$ cat src/rtl/bimodal_predictor.sv
// Bimodal branch predictor: a table of saturating counters with a one-cycle lookup.
// A same-cycle update to the looked-up entry is bypassed into the prediction.

module bimodal_predictor_counter #(
   parameter int RANGE       = 4,
   parameter int RESET_VALUE = 1,
   parameter int COUNT_WIDTH = 2
) (
   input  logic                   clock,
   input  logic                   reset,
   input  logic                   update,
   input  logic                   taken,
   output logic [COUNT_WIDTH-1:0] count,
   output logic [COUNT_WIDTH-1:0] next_count
);
   localparam logic [COUNT_WIDTH-1:0] MAX = COUNT_WIDTH'(RANGE - 1);

   // next_count is always computed so the top can bypass it to a same-cycle lookup
   always_comb begin
      next_count = count;
      if (taken && count != MAX)
         next_count = count + 1'b1;
      else if (!taken && count != '0)
         next_count = count - 1'b1;
   end

   always_ff @(posedge clock) begin
      if (reset)
         count <= COUNT_WIDTH'(RESET_VALUE);
      else if (update)
         count <= next_count;
   end
endmodule

module bimodal_predictor #(
   parameter  int DEPTH       = 16,
   parameter  int RANGE       = 4,
   parameter  int RESET_VALUE = 1,
   localparam int INDEX_WIDTH = $clog2(DEPTH),
   localparam int COUNT_WIDTH = $clog2(RANGE)
) (
   input  logic                   clock,
   input  logic                   reset,
   input  logic                   predict_valid,
   input  logic [INDEX_WIDTH-1:0] predict_index,
   output logic                   prediction_valid,
   output logic                   prediction_taken,
   output logic [COUNT_WIDTH-1:0] prediction_count,
   input  logic                   update_valid,
   input  logic [INDEX_WIDTH-1:0] update_index,
   input  logic                   update_taken
);
   localparam logic [COUNT_WIDTH-1:0] HALF = COUNT_WIDTH'(RANGE / 2);

   logic [DEPTH-1:0][COUNT_WIDTH-1:0] count_q;
   logic [DEPTH-1:0][COUNT_WIDTH-1:0] next_q;
   logic [COUNT_WIDTH-1:0]            lookup_count;

   for (genvar g = 0; g < DEPTH; g++) begin : g_entry
      bimodal_predictor_counter #(
         .RANGE       (RANGE),
         .RESET_VALUE (RESET_VALUE),
         .COUNT_WIDTH (COUNT_WIDTH)
      ) u_counter (
         .clock      (clock),
         .reset      (reset),
         .update     (update_valid && update_index == INDEX_WIDTH'(g)),
         .taken      (update_taken),
         .count      (count_q[g]),
         .next_count (next_q[g])
      );
   end

   // write-first: a lookup of the entry being trained sees the trained value
   always_comb begin
      lookup_count = count_q[predict_index];
      if (update_valid && update_index == predict_index)
         lookup_count = next_q[update_index];
   end

   always_ff @(posedge clock) begin
      if (reset) begin
         prediction_valid <= 1'b0;
         prediction_count <= COUNT_WIDTH'(RESET_VALUE);
         prediction_taken <= (RESET_VALUE >= RANGE / 2);
      end else begin
         prediction_valid <= predict_valid;
         if (predict_valid) begin
            prediction_count <= lookup_count;
            prediction_taken <= (lookup_count >= HALF);
         end
      end
   end
endmodule

$ cat config.mk
export PLATFORM = sky130hd
export DESIGN_NAME = bimodal_predictor
export DESIGN_NICKNAME = d
export VERILOG_FILES = /design/src/rtl/bimodal_predictor.sv
export SDC_FILE = /design/constraint.sdc
export NUM_CORES = 1
export LEC_CHECK = 0
export BUFFER_PORTS_ARGS = -buffer_cell sky130_fd_sc_hd__buf_2
export CAP_MARGIN = 20
export CORE_UTILIZATION = 35
export CTS_CLUSTER_DIAMETER = 150
export DETAILED_ROUTE_END_ITERATION = 10
export HOLD_SLACK_MARGIN = 0.12
export PLACE_DENSITY = 0.53
export SLEW_MARGIN = 10
export SYNTH_ARGS = -nofsm -noshare
export SYNTH_HDL_FRONTEND = slang
export SYNTH_SLANG_ARGS = --single-unit
$ cat constraint.sdc
create_clock -name clock -period 2.71 [get_ports clock]
set_input_delay 0.271 -clock clock [delete_from_list [all_inputs] [get_ports clock]]
set_output_delay 0.271 -clock clock [all_outputs]
set_load 0.01 [all_outputs]
==> metrics.csv, run 1 <==
metric,value,unit
Initial Util,0.358,
Slew Limit Fails,0,
routed via count,2447,
max_slew headroom,0.566,
I/O Buffers,16,
initial antenna violation count,0,
Antenna Violating Nets Remaining,0,
Post-Syn Area,2930,µm²
Tcrit/Tclk final,0.804,
Mapped Nets,384,
I/O pins,17,
DPL Wire Length,5480,µm
Max VDD drop,0.000183,V
pin count of the biggest net entering global routing,21,
Sink Count,35,
Synth async-reset ratio,0,
GP Congestion,0.889,
"EDFF count, synth",0,
WP buf/inv,1,
total power,1.20,mW
H-tree depth,2,
Worst-Margin Slew,0.650,ns
DR pass1 iterations,4,
synthesized flop and latch total,35,
synth unique cells,41,
Clock Latency Late Sink,0.29,ns
CTS tree,yes,
status,"complete, no violations",
ys flop type,dfxtp_1,
synth top area cells,"dfxtp_1 (24%), ha_1 (14%), mux4_2 (7.7%)",
yosys warns,0,
WL/cell,16.5,µm
Detailed Route WL,7440,µm
Post-Synthesis Cells,339,
top-count cell post-synth,nor2_1,
power density cells,380,nW/µm²
Crit path arrival time,2.34,ns
sequential share of the synthesized area,0.239,
Synth Area per Inst,8.64,µm²
final hold vios,0,
"CP delay by family, top",compound AO/OA/AOI/OAI gates,
global-route wire length before repair,12200,µm
FF-to-FF setup slack,0.53,ns
core area,8180,µm²
max-cap violations,0,
Die Wd,93.5,µm
critical path class,flip-flop to flip-flop,
routed vias/inst,5.41,
clock slew at reported path FFs,0.08,ns
Crit path required time,2.88,ns
total gr overflow,0,
worst hold margin,0.300,ns
setup TNS,0,ns
Worst Setup End Kind,flip-flop,
ant diodes,0,
GRT Overall Usage,0.183,
Setup WS pre-CTS,0.510,ns
Worst Hold Depth,2,
chip height,93.5,µm
post-synth top area share,0.239,
cells on worst reg2reg path,8,
fraction of layout cells with a size suffix above 1,0.124,
# Post-CTS Setup Buffers,0,
crit path time final,2.18,ns
vias in the first global route,2393,
CP dominant cell by count,a2111oi_2,
FF-to-FF End,prediction_taken,
CP cell instances,inv_1 -> ha_1 -> mux2_1 -> a221o_1 -> a21oi_1 -> nor3_1 -> a2111oi_2 -> a2111oi_2,
CTS Root Cell,clkbuf_8,
FP Rows,33,
die area,8740,µm²
worst path setup slack after routing,0.532,ns
Final nets,391,
Synth top cells by count,"nor2_1 (36), dfxtp_1 (35), inv_1 (35)",
Max Clk Rate,459,MHz
post-CTS sizing,0,
hold_sp,predict_valid,
RSZ-0062 raised after global routing,false,
Setup crit start kind,flip-flop,
cell leakage power,1.34,nW
Hold Crit Class,input port to flip-flop,
CTS max path bufs,2,
largest stage delay on the critical path,0.42,ns
drt first-iter violations,141,
final core utilization,0.386,
cts-stage hold buffer count,0,
area grow syn2layout,7.73,%
Final Setup Violations,0,
Hold EP,prediction_valid,
reg2reg start,g_entry[7].u_counter.count[0],
"area leader, netlist",dfxtp_1,
CTS Buf Count,5,
slowest cell on the critical path,dfxtp_1,
CP max FO,6,
DRC,0,
clock skew,0.00356,ns
[registers in the layout (all words and copies together), names as in the netlist]
name                     flops
prediction_taken             1
prediction_count             1
g_entry.u_counter.count     32
prediction_valid             1
[final cells by class]
cell class                      count  area (µm²)
Sequential cell                    35         701
Tap cell                          105         131
Inverter                           35         131
Timing Repair Buffer               17         100
Multi-Input combinational cell    252        1990
Clock buffer                        8         100
Fill cell                         843        5020
[stage by stage]
stage / cell area [µm²] / cells
finish: 3160 / 452
global route: 3160 / 452
CTS: 3160 / 452
detailed placement: 3060 / 444
global placement: 3060 / 444
floorplan: 2930 / 339
[placed cells by master (no fill, tap or decap), types with 2 or more instances in the layout]
cell / count
clkbuf_8: 7
o22ai_1: 6
a211oi_1: 18
o21ai_1: 3
mux2i_2: 2
dfxtp_1: 35
xnor2_1: 18
nand2_1: 6
and3_1: 15
mux2_1: 3
xor2_1: 3
a2111oi_2: 2
nor2_1: 36
nor3_1: 4
buf_2: 16
nand3_1: 5
o21ai_0: 18
ha_1: 32
mux4_2: 10
nor2b_1: 5
mux2i_1: 17
inv_1: 35
a21oi_1: 34
nand2b_1: 2
[layer usage]
metal	vias up	global-route usage	share of wire
met5	-	0	0
met4	0	0.0679	0.020
met3	13	0.0333	0.037
met2	50	0.297	0.46
met1	1166	0.242	0.49
li1	1218	-	-
[kinds of logic (layout without fill, tap and decap cells)]
family | count (synthesis) | after routing | share of synthesized area
XOR/XNOR | 21 | 21 | 0.0628
adder cells (fa/ha/maj) | 32 | 32 | 0.137
flip-flops | 35 | 35 | 0.239
multiplexers | 34 | 34 | 0.165
buffers and inverters | 52 | 60 | 0.0807
AND/OR/NAND/NOR | 78 | 78 | 0.129
AO/OA/AOI/OAI | 87 | 87 | 0.187
[power by group]
part	total, mW	internal (mW)	switching [mW]
clock	0.440	0.232	0.207
combinational	0.215	0.0880	0.127
sequential	0.543	0.527	0.0167
total	1.20	0.847	0.350
[worst reg2reg max path, cell delays in order (launching register included)]
cell and delay, ns:
dfxtp_1 0.42, inv_1 0.07, ha_1 0.30, mux2_1 0.30, a221o_1 0.29, a21oi_1 0.15, nor3_1 0.07, a2111oi_2 0.33
a2111oi_2 0.12
[how the worst max path moves through the flow]
| stage | start | endpoint | slack [ns] | cells after the start |
|---|---|---|---|---|
| 5_1_grt | g_entry[5].u_counter.count[0] | prediction_taken | 0.42 | 8 |
| 3_3_place_gp | update_taken | prediction_taken | 0.55 | 7 |
| 6_report | g_entry[7].u_counter.count[0] | prediction_taken | 0.53 | 8 |
| 4_1_cts | g_entry[7].u_counter.count[0] | prediction_taken | 0.51 | 8 |
| 3_5_place_dp | update_taken | prediction_taken | 0.51 | 7 |
| 2_1_floorplan | g_entry[7].u_counter.count[0] | prediction_taken | 0.67 | 8 |
Note: power is estimated with default switching activity, not from simulation.
==> run 2, diff against run 1 <==
--- a/config.mk
+++ b/config.mk
@@ -5,13 +5,14 @@
 export SDC_FILE = /design/constraint.sdc
 export NUM_CORES = 1
 export LEC_CHECK = 0
+export ABC_AREA = 1
 export BUFFER_PORTS_ARGS = -buffer_cell sky130_fd_sc_hd__buf_2
 export CAP_MARGIN = 20
 export CORE_UTILIZATION = 35
 export CTS_CLUSTER_DIAMETER = 150
 export DETAILED_ROUTE_END_ITERATION = 10
 export HOLD_SLACK_MARGIN = 0.12
-export PLACE_DENSITY = 0.53
+export PLACE_DENSITY = 0.54
 export SLEW_MARGIN = 10
 export SYNTH_ARGS = -nofsm -noshare
 export SYNTH_HDL_FRONTEND = slang
==> constraint.sdc (replaced) <==
create_clock -name clock -period 1.9 [get_ports clock]
set_input_delay 0.19 -clock clock [delete_from_list [all_inputs] [get_ports clock]]
set_output_delay 0.19 -clock clock [all_outputs]
set_load 0.01 [all_outputs]
==> metrics.csv, run 2 <==
metric,value,unit,change
synthesized flop and latch total,35,,unchanged
Synth async-reset ratio,0,,unchanged
Final nets,559,,was 391
Max Clk Rate,591,MHz,was 459 MHz
vias in the first global route,2838,,was 2393
Flop pwr share,0.438,,was 0.454
RSZ-0062 raised after global routing,false,,unchanged
routed vias/inst,4.98,,was 5.41
Area after DPL,3220,µm²,was 3060 µm²
GRT Overall Usage,0.200,,was 0.183
GP Congestion,0.874,,was 0.889
FF/Latch Area,701,µm²,unchanged
Antenna Violating Nets Remaining,0,,unchanged
Multi-input gate area,1960,µm²,was 1990 µm²
Psw,0.549,mW,was 0.350 mW
drt first-iter violations,111,,was 141
power density cells,527,nW/µm²,was 380 nW/µm²
"most common cell after layout, fill and taps aside",nand2_1,,was nor2_1
Synth Area per Inst,6.12,µm²,was 8.64 µm²
sequential share of the synthesized area,0.231,,was 0.239
cts-stage hold buffer count,0,,unchanged
max reg flops,32,,unchanged
Hold Crit Class,input port to flip-flop,,unchanged
Detailed Route WL,8400,µm,was 7440 µm
Layout fillers,897,,was 843
setup TNS,0,ns,unchanged
Worst-Margin Slew,0.428,ns,was 0.650 ns
Top reg by flops,g_entry.u_counter.count,,unchanged
post-CTS sizing,0,,unchanged
DR pass1 iterations,4,,unchanged
Top Metal Used,met4,,unchanged
"area leader, netlist",dfxtp_1,,unchanged
Clk pwr share,0.358,,was 0.367
yosys warns,0,,unchanged
DPL Wire Length,6410,µm,was 5480 µm
fraction of layout cells with a size suffix above 1,0.0893,,was 0.124
Max VDD drop,0.000250,V,was 0.000183 V
top-count cell post-synth,nand2_1,,was nor2_1
Setup crit start kind,flip-flop,,unchanged
ys flop type,dfxtp_1,,unchanged
area grow syn2layout,9.27,%,was 7.73%
crit path time final,1.69,ns,was 2.18 ns
"commonest cells after routing, fill and taps aside","nand2_1 (152), inv_1 (69), nand3_1 (55)",,"was nor2_1 (36), inv_1 (35), dfxtp_1 (35)"
Final Setup Violations,0,,unchanged
Worst Setup End Kind,flip-flop,,unchanged
global-route wire length before repair,13800,µm,was 12200 µm
Crit path required time,2.09,ns,was 2.88 ns
Post-Syn Area,3040,µm²,was 2930 µm²
Mapped Nets,541,,was 384
max_slew headroom,0.715,,was 0.566
ant diodes,0,,unchanged
I/O pins,17,,unchanged
post-synth top area share,0.231,,was 0.239
Cell Int Power,1.20,mW,was 0.847 mW
clock slew at reported path FFs,0.07,ns,was 0.08 ns
CTS Root Cell,clkbuf_8,,unchanged
CTS tree,yes,,unchanged
combinational fraction of design power,0.204,,was 0.179
I/O Buffers,16,,unchanged
chip height,95.2,µm,was 93.5 µm
Sink Count,35,,unchanged
Crit path arrival time,1.88,ns,was 2.34 ns
Final Cell Area,3320,µm²,was 3160 µm²
pin count of the biggest net entering global routing,23,,was 21
routed via count,3086,,was 2447
CTS Buf Count,5,,unchanged
final hold vios,0,,unchanged
clock skew,0.00556,ns,was 0.00356 ns
WL met1,3970,µm,was 3610 µm
critical path class,flip-flop to flip-flop,,unchanged
CP max FO,4,,was 6
total gr overflow,0,,unchanged
DRC,0,,unchanged
Initial Util,0.366,,was 0.358
FP Rows,33,,unchanged
cell leakage power,1.69,nW,was 1.34 nW
initial antenna violation count,0,,unchanged
Tcrit/Tclk final,0.890,,was 0.804
metal3 WL,431,µm,was 275 µm
synth unique cells,25,,was 41
Clock Latency Late Sink,0.29,ns,about the same
CTS max path bufs,2,,unchanged
H-tree depth,2,,unchanged
max-cap violations,0,,unchanged
Post-Synthesis Cells,496,,was 339
status,"complete, no violations",,unchanged
Synth top cells by count,"nand2_1 (152), inv_1 (69), nand3_1 (55)",,"was nor2_1 (36), dfxtp_1 (35), inv_1 (35)"
Die Wd,95.2,µm,was 93.5 µm
synth top area cells,"dfxtp_1 (23%), nand2_1 (19%), ha_1 (13%)",,"was dfxtp_1 (24%), ha_1 (14%), mux4_2 (7.7%)"
die area,9060,µm²,was 8740 µm²
routed length on met2,3890,µm,was 3400 µm
switching portion of total power,0.314,,was 0.293
# Post-CTS Setup Buffers,0,,unchanged
WL/cell,13.5,µm,was 16.5 µm
Slew Limit Fails,0,,unchanged
"EDFF count, synth",0,,unchanged
core area,8300,µm²,was 8180 µm²
-- run 2: cell types whose count changed after synthesis, moves of 6 or more --
| cell | previous run | this run |
|---|---|---|
| and3_1 | 15 | 0 |
| o21ai_0 | 18 | 27 |
| mux2i_1 | 17 | 0 |
| nand2_1 | 6 | 152 |
| xnor2_1 | 18 | 1 |
| o22ai_1 | 6 | 0 |
| a211oi_1 | 18 | 0 |
| mux4_2 | 10 | 0 |
| nand3_1 | 5 | 55 |
| inv_1 | 35 | 69 |
| o211ai_1 | 1 | 11 |
-- run 2: final timing paths --
check | end | startpoint | slack, ns | cells after the start
setup / recovery | prediction_count[0] | g_entry[2].u_counter.count[0] | 0.21 | 11
hold / removal | prediction_taken | predict_valid | 0.17 | 3
setup reg to reg | prediction_count[0] | g_entry[2].u_counter.count[0] | 0.21 | 11
hold reg to reg | prediction_count[0] | prediction_count[0] | 0.48 | 2
-- run 2: through the flow --
step | hold slack, ns | setup WS (ns) | instances | total power [mW] | util
floorplan | 0.326 | 0.462 | 496 | 1.03 | -
global placement | 0.457 | 0.255 | 612 | 1.14 | 0.388
detailed placement | 0.458 | 0.233 | 612 | 1.14 | 0.388
CTS | 0.160 | 0.204 | 620 | 1.77 | 0.400
global route | 0.163 | 0.0812 | 620 | 1.85 | 0.400
finish | 0.167 | 0.209 | 620 | 1.75 | 0.400
-- run 2: worst max-delay path: stages (launching register included) --
cell and delay (ns):
dfxtp_1 0.37, inv_1 0.11, ha_1 0.21, or2_2 0.28, nand2_1 0.07, nand2_1 0.06
nand3_1 0.07, nand4_1 0.11, nand2_1 0.12, nand3_1 0.09, nand2_1 0.06, nand2_1 0.04
-- run 2: kinds of logic (layout without fill, tap and decap cells) --
| group | count (synthesis) | after routing | share of synthesized area |
|---|---|---|---|
| flops | 35 | 35 | 0.231 |
| xor+xnor | 1 | 1 | 0.00288 |
| buf+inv | 88 | 107 | 0.125 |
| compound gates | 81 | 81 | 0.154 |
| fa+ha+maj | 32 | 32 | 0.132 |
| simple gates | 259 | 259 | 0.356 |
-- run 2: power by group through the flow --
stage	combinational (mW)	clock, mW	sequential, mW
2_1_floorplan	0.251	0	0.782
3_3_place_gp	0.354	0	0.783
3_5_place_dp	0.357	0	0.783
4_1_cts	0.358	0.644	0.766
5_1_grt	0.407	0.674	0.769
6_report	0.357	0.626	0.766
-- run 2: area by class of cell --
type,instances,area share
Clock buffer,8,0.0302
Inverter,73,0.0825
Multi-Input combinational cell,373,0.590
Sequential cell,35,0.211
Tap cell,105,0.0396
Timing Repair Buffer,26,0.0467
-- run 2: routing by layer --
metal | up-vias | GRT usage
met1 | 1375 | 0.270
li1 | 1634 | -
met2 | 69 | 0.329
met5 | - | 0
met3 | 8 | 0.0279
met4 | 0 | 0.0543
==> run 3, diff against run 2 <==
--- a/config.mk
+++ b/config.mk
@@ -12,6 +12,7 @@
 export CTS_CLUSTER_DIAMETER = 150
 export DETAILED_ROUTE_END_ITERATION = 10
 export HOLD_SLACK_MARGIN = 0.12
+export MAX_ROUTING_LAYER = met4
 export PLACE_DENSITY = 0.54
 export SLEW_MARGIN = 10
 export SYNTH_ARGS = -nofsm -noshare
==> metrics.csv, run 3 (synthesized netlist as in run 2, its figures left out) <==
metric,value,unit,change
status,"complete, no violations",,unchanged
chip height,95.2,µm,unchanged
Initial Util,0.366,,unchanged
Setup crit start kind,flip-flop,,unchanged
vias in the first global route,2840,,was 2838
Die Wd,95.2,µm,unchanged
clock slew at reported path FFs,0.07,ns,about the same
Psw,0.546,mW,was 0.549 mW
Slew Limit Fails,0,,unchanged
"most common cell after layout, fill and taps aside",nand2_1,,unchanged
max_slew headroom,0.703,,was 0.715
# Post-CTS Setup Buffers,0,,unchanged
RSZ-0062 raised after global routing,false,,unchanged
CTS Root Cell,clkbuf_8,,unchanged
Crit path required time,2.09,ns,about the same
Flop pwr share,0.438,,about the same
Clock Latency Late Sink,0.29,ns,about the same
global-route wire length before repair,13800,µm,about the same
worst hold margin,0.166,ns,was 0.167 ns
Final nets,559,,unchanged
CTS Buf Count,5,,unchanged
total gr overflow,0,,unchanged
WL/cell,13.6,µm,was 13.5 µm
Max VDD drop,0.000249,V,was 0.000250 V
Detailed Route WL,8420,µm,was 8400 µm
CTS max path bufs,2,,unchanged
Cell Int Power,1.20,mW,about the same
core area,8300,µm²,unchanged
max-cap violations,0,,unchanged
CP max FO,4,,unchanged
DRC,0,,unchanged
Worst Setup End Kind,flip-flop,,unchanged
ant diodes,0,,unchanged
pin count of the biggest net entering global routing,23,,unchanged
GP Congestion,0.889,,was 0.874
drt first-iter violations,115,,was 111
final hold vios,0,,unchanged
clock skew,0.00270,ns,was 0.00556 ns
post-CTS sizing,0,,unchanged
CTS tree,yes,,unchanged
cts-stage hold buffer count,0,,unchanged
Max Clk Rate,591,MHz,about the same
routed vias/inst,5.00,,was 4.98
combinational fraction of design power,0.205,,was 0.204
"commonest cells after routing, fill and taps aside","nand2_1 (152), inv_1 (69), nand3_1 (55)",,unchanged
area grow syn2layout,9.27,%,unchanged
max reg flops,32,,unchanged
cell leakage power,1.69,nW,unchanged
Crit path arrival time,1.88,ns,about the same
Clk pwr share,0.357,,was 0.358
DPL Wire Length,6410,µm,unchanged
GRT Overall Usage,0.205,,was 0.200
I/O Buffers,16,,unchanged
Worst-Margin Slew,0.446,ns,was 0.428 ns
FP Rows,33,,unchanged
routed via count,3100,,was 3086
Top reg by flops,g_entry.u_counter.count,,unchanged
Tcrit/Tclk final,0.891,,was 0.890
setup TNS,0,ns,unchanged
switching portion of total power,0.313,,was 0.314
DR pass1 iterations,5,,was 4
H-tree depth,2,,unchanged
Hold Crit Class,input port to flip-flop,,unchanged
initial antenna violation count,0,,unchanged
fraction of layout cells with a size suffix above 1,0.0893,,unchanged
die area,9060,µm²,unchanged
critical path class,flip-flop to flip-flop,,unchanged
Sink Count,35,,unchanged
Final Setup Violations,0,,unchanged
crit path time final,1.69,ns,about the same
I/O pins,17,,unchanged
final core utilization,0.400,,unchanged
power density cells,526,nW/µm²,was 527 nW/µm²
Antenna Violating Nets Remaining,0,,unchanged
-- run 3: cell counts in the layout (fill, tap and decap cells not counted) --
No cell type changed its count.
-- run 3: worst max-delay path, stage by stage, from the launching register on --
cell     delay [ns]
dfxtp_1        0.37
inv_1          0.11
ha_1           0.21
or2_2          0.28
nand2_1        0.07
nand2_1        0.06
nand3_1        0.07
nand4_1        0.11
nand2_1        0.12
nand3_1        0.09
nand2_1        0.06
nand2_1        0.04
-- run 3: layout make-up --
class                   count  area, µm²
fillers                   897       4980
multi-input cells         373       1960
flip-flops and latches     35        701
inverters                  73        274
repair buffers             26        155
well taps                 105        131
clock buffers               8        100
-- run 3: per-layer routing --
layer | up-vias | part of all wire | GRT usage
li1 | 1633 | - | -
met1 | 1396 | 0.47 | 0.269
met2 | 63 | 0.47 | 0.330
met3 | 8 | 0.048 | 0.0279
met4 | 0 | 0.012 | 0.0543
met5 | - | 0 | -
-- run 3: final timing paths --
kind | end | from | cells after the start | slack [ns]
worst min register to register | prediction_count[0] | prediction_count[0] | 2 | 0.48
worst max register to register | prediction_count[0] | g_entry[2].u_counter.count[0] | 11 | 0.21
worst max-delay path | prediction_count[0] | g_entry[2].u_counter.count[0] | 11 | 0.21
worst min-delay path | prediction_taken | predict_valid | 3 | 0.17
-- run 3: power by group through the flow --
stage | logic, mW | clock network [mW] | registers [mW]
2_1_floorplan | 0.251 | 0 | 0.782
3_3_place_gp | 0.354 | 0 | 0.783
3_5_place_dp | 0.357 | 0 | 0.783
4_1_cts | 0.358 | 0.644 | 0.766
5_1_grt | 0.407 | 0.674 | 0.769
6_report | 0.358 | 0.623 | 0.766
-- run 3: through the flow --
stage               setup WS (ns)  std cells  total power [mW]  cell area, µm²
floorplan                   0.462        496              1.03            3040
global placement            0.255        612              1.14            3220
detailed placement          0.233        612              1.14            3220
CTS                         0.204        620              1.77            3320
global route               0.0812        620              1.85            3320
finish                      0.207        620              1.75            3320
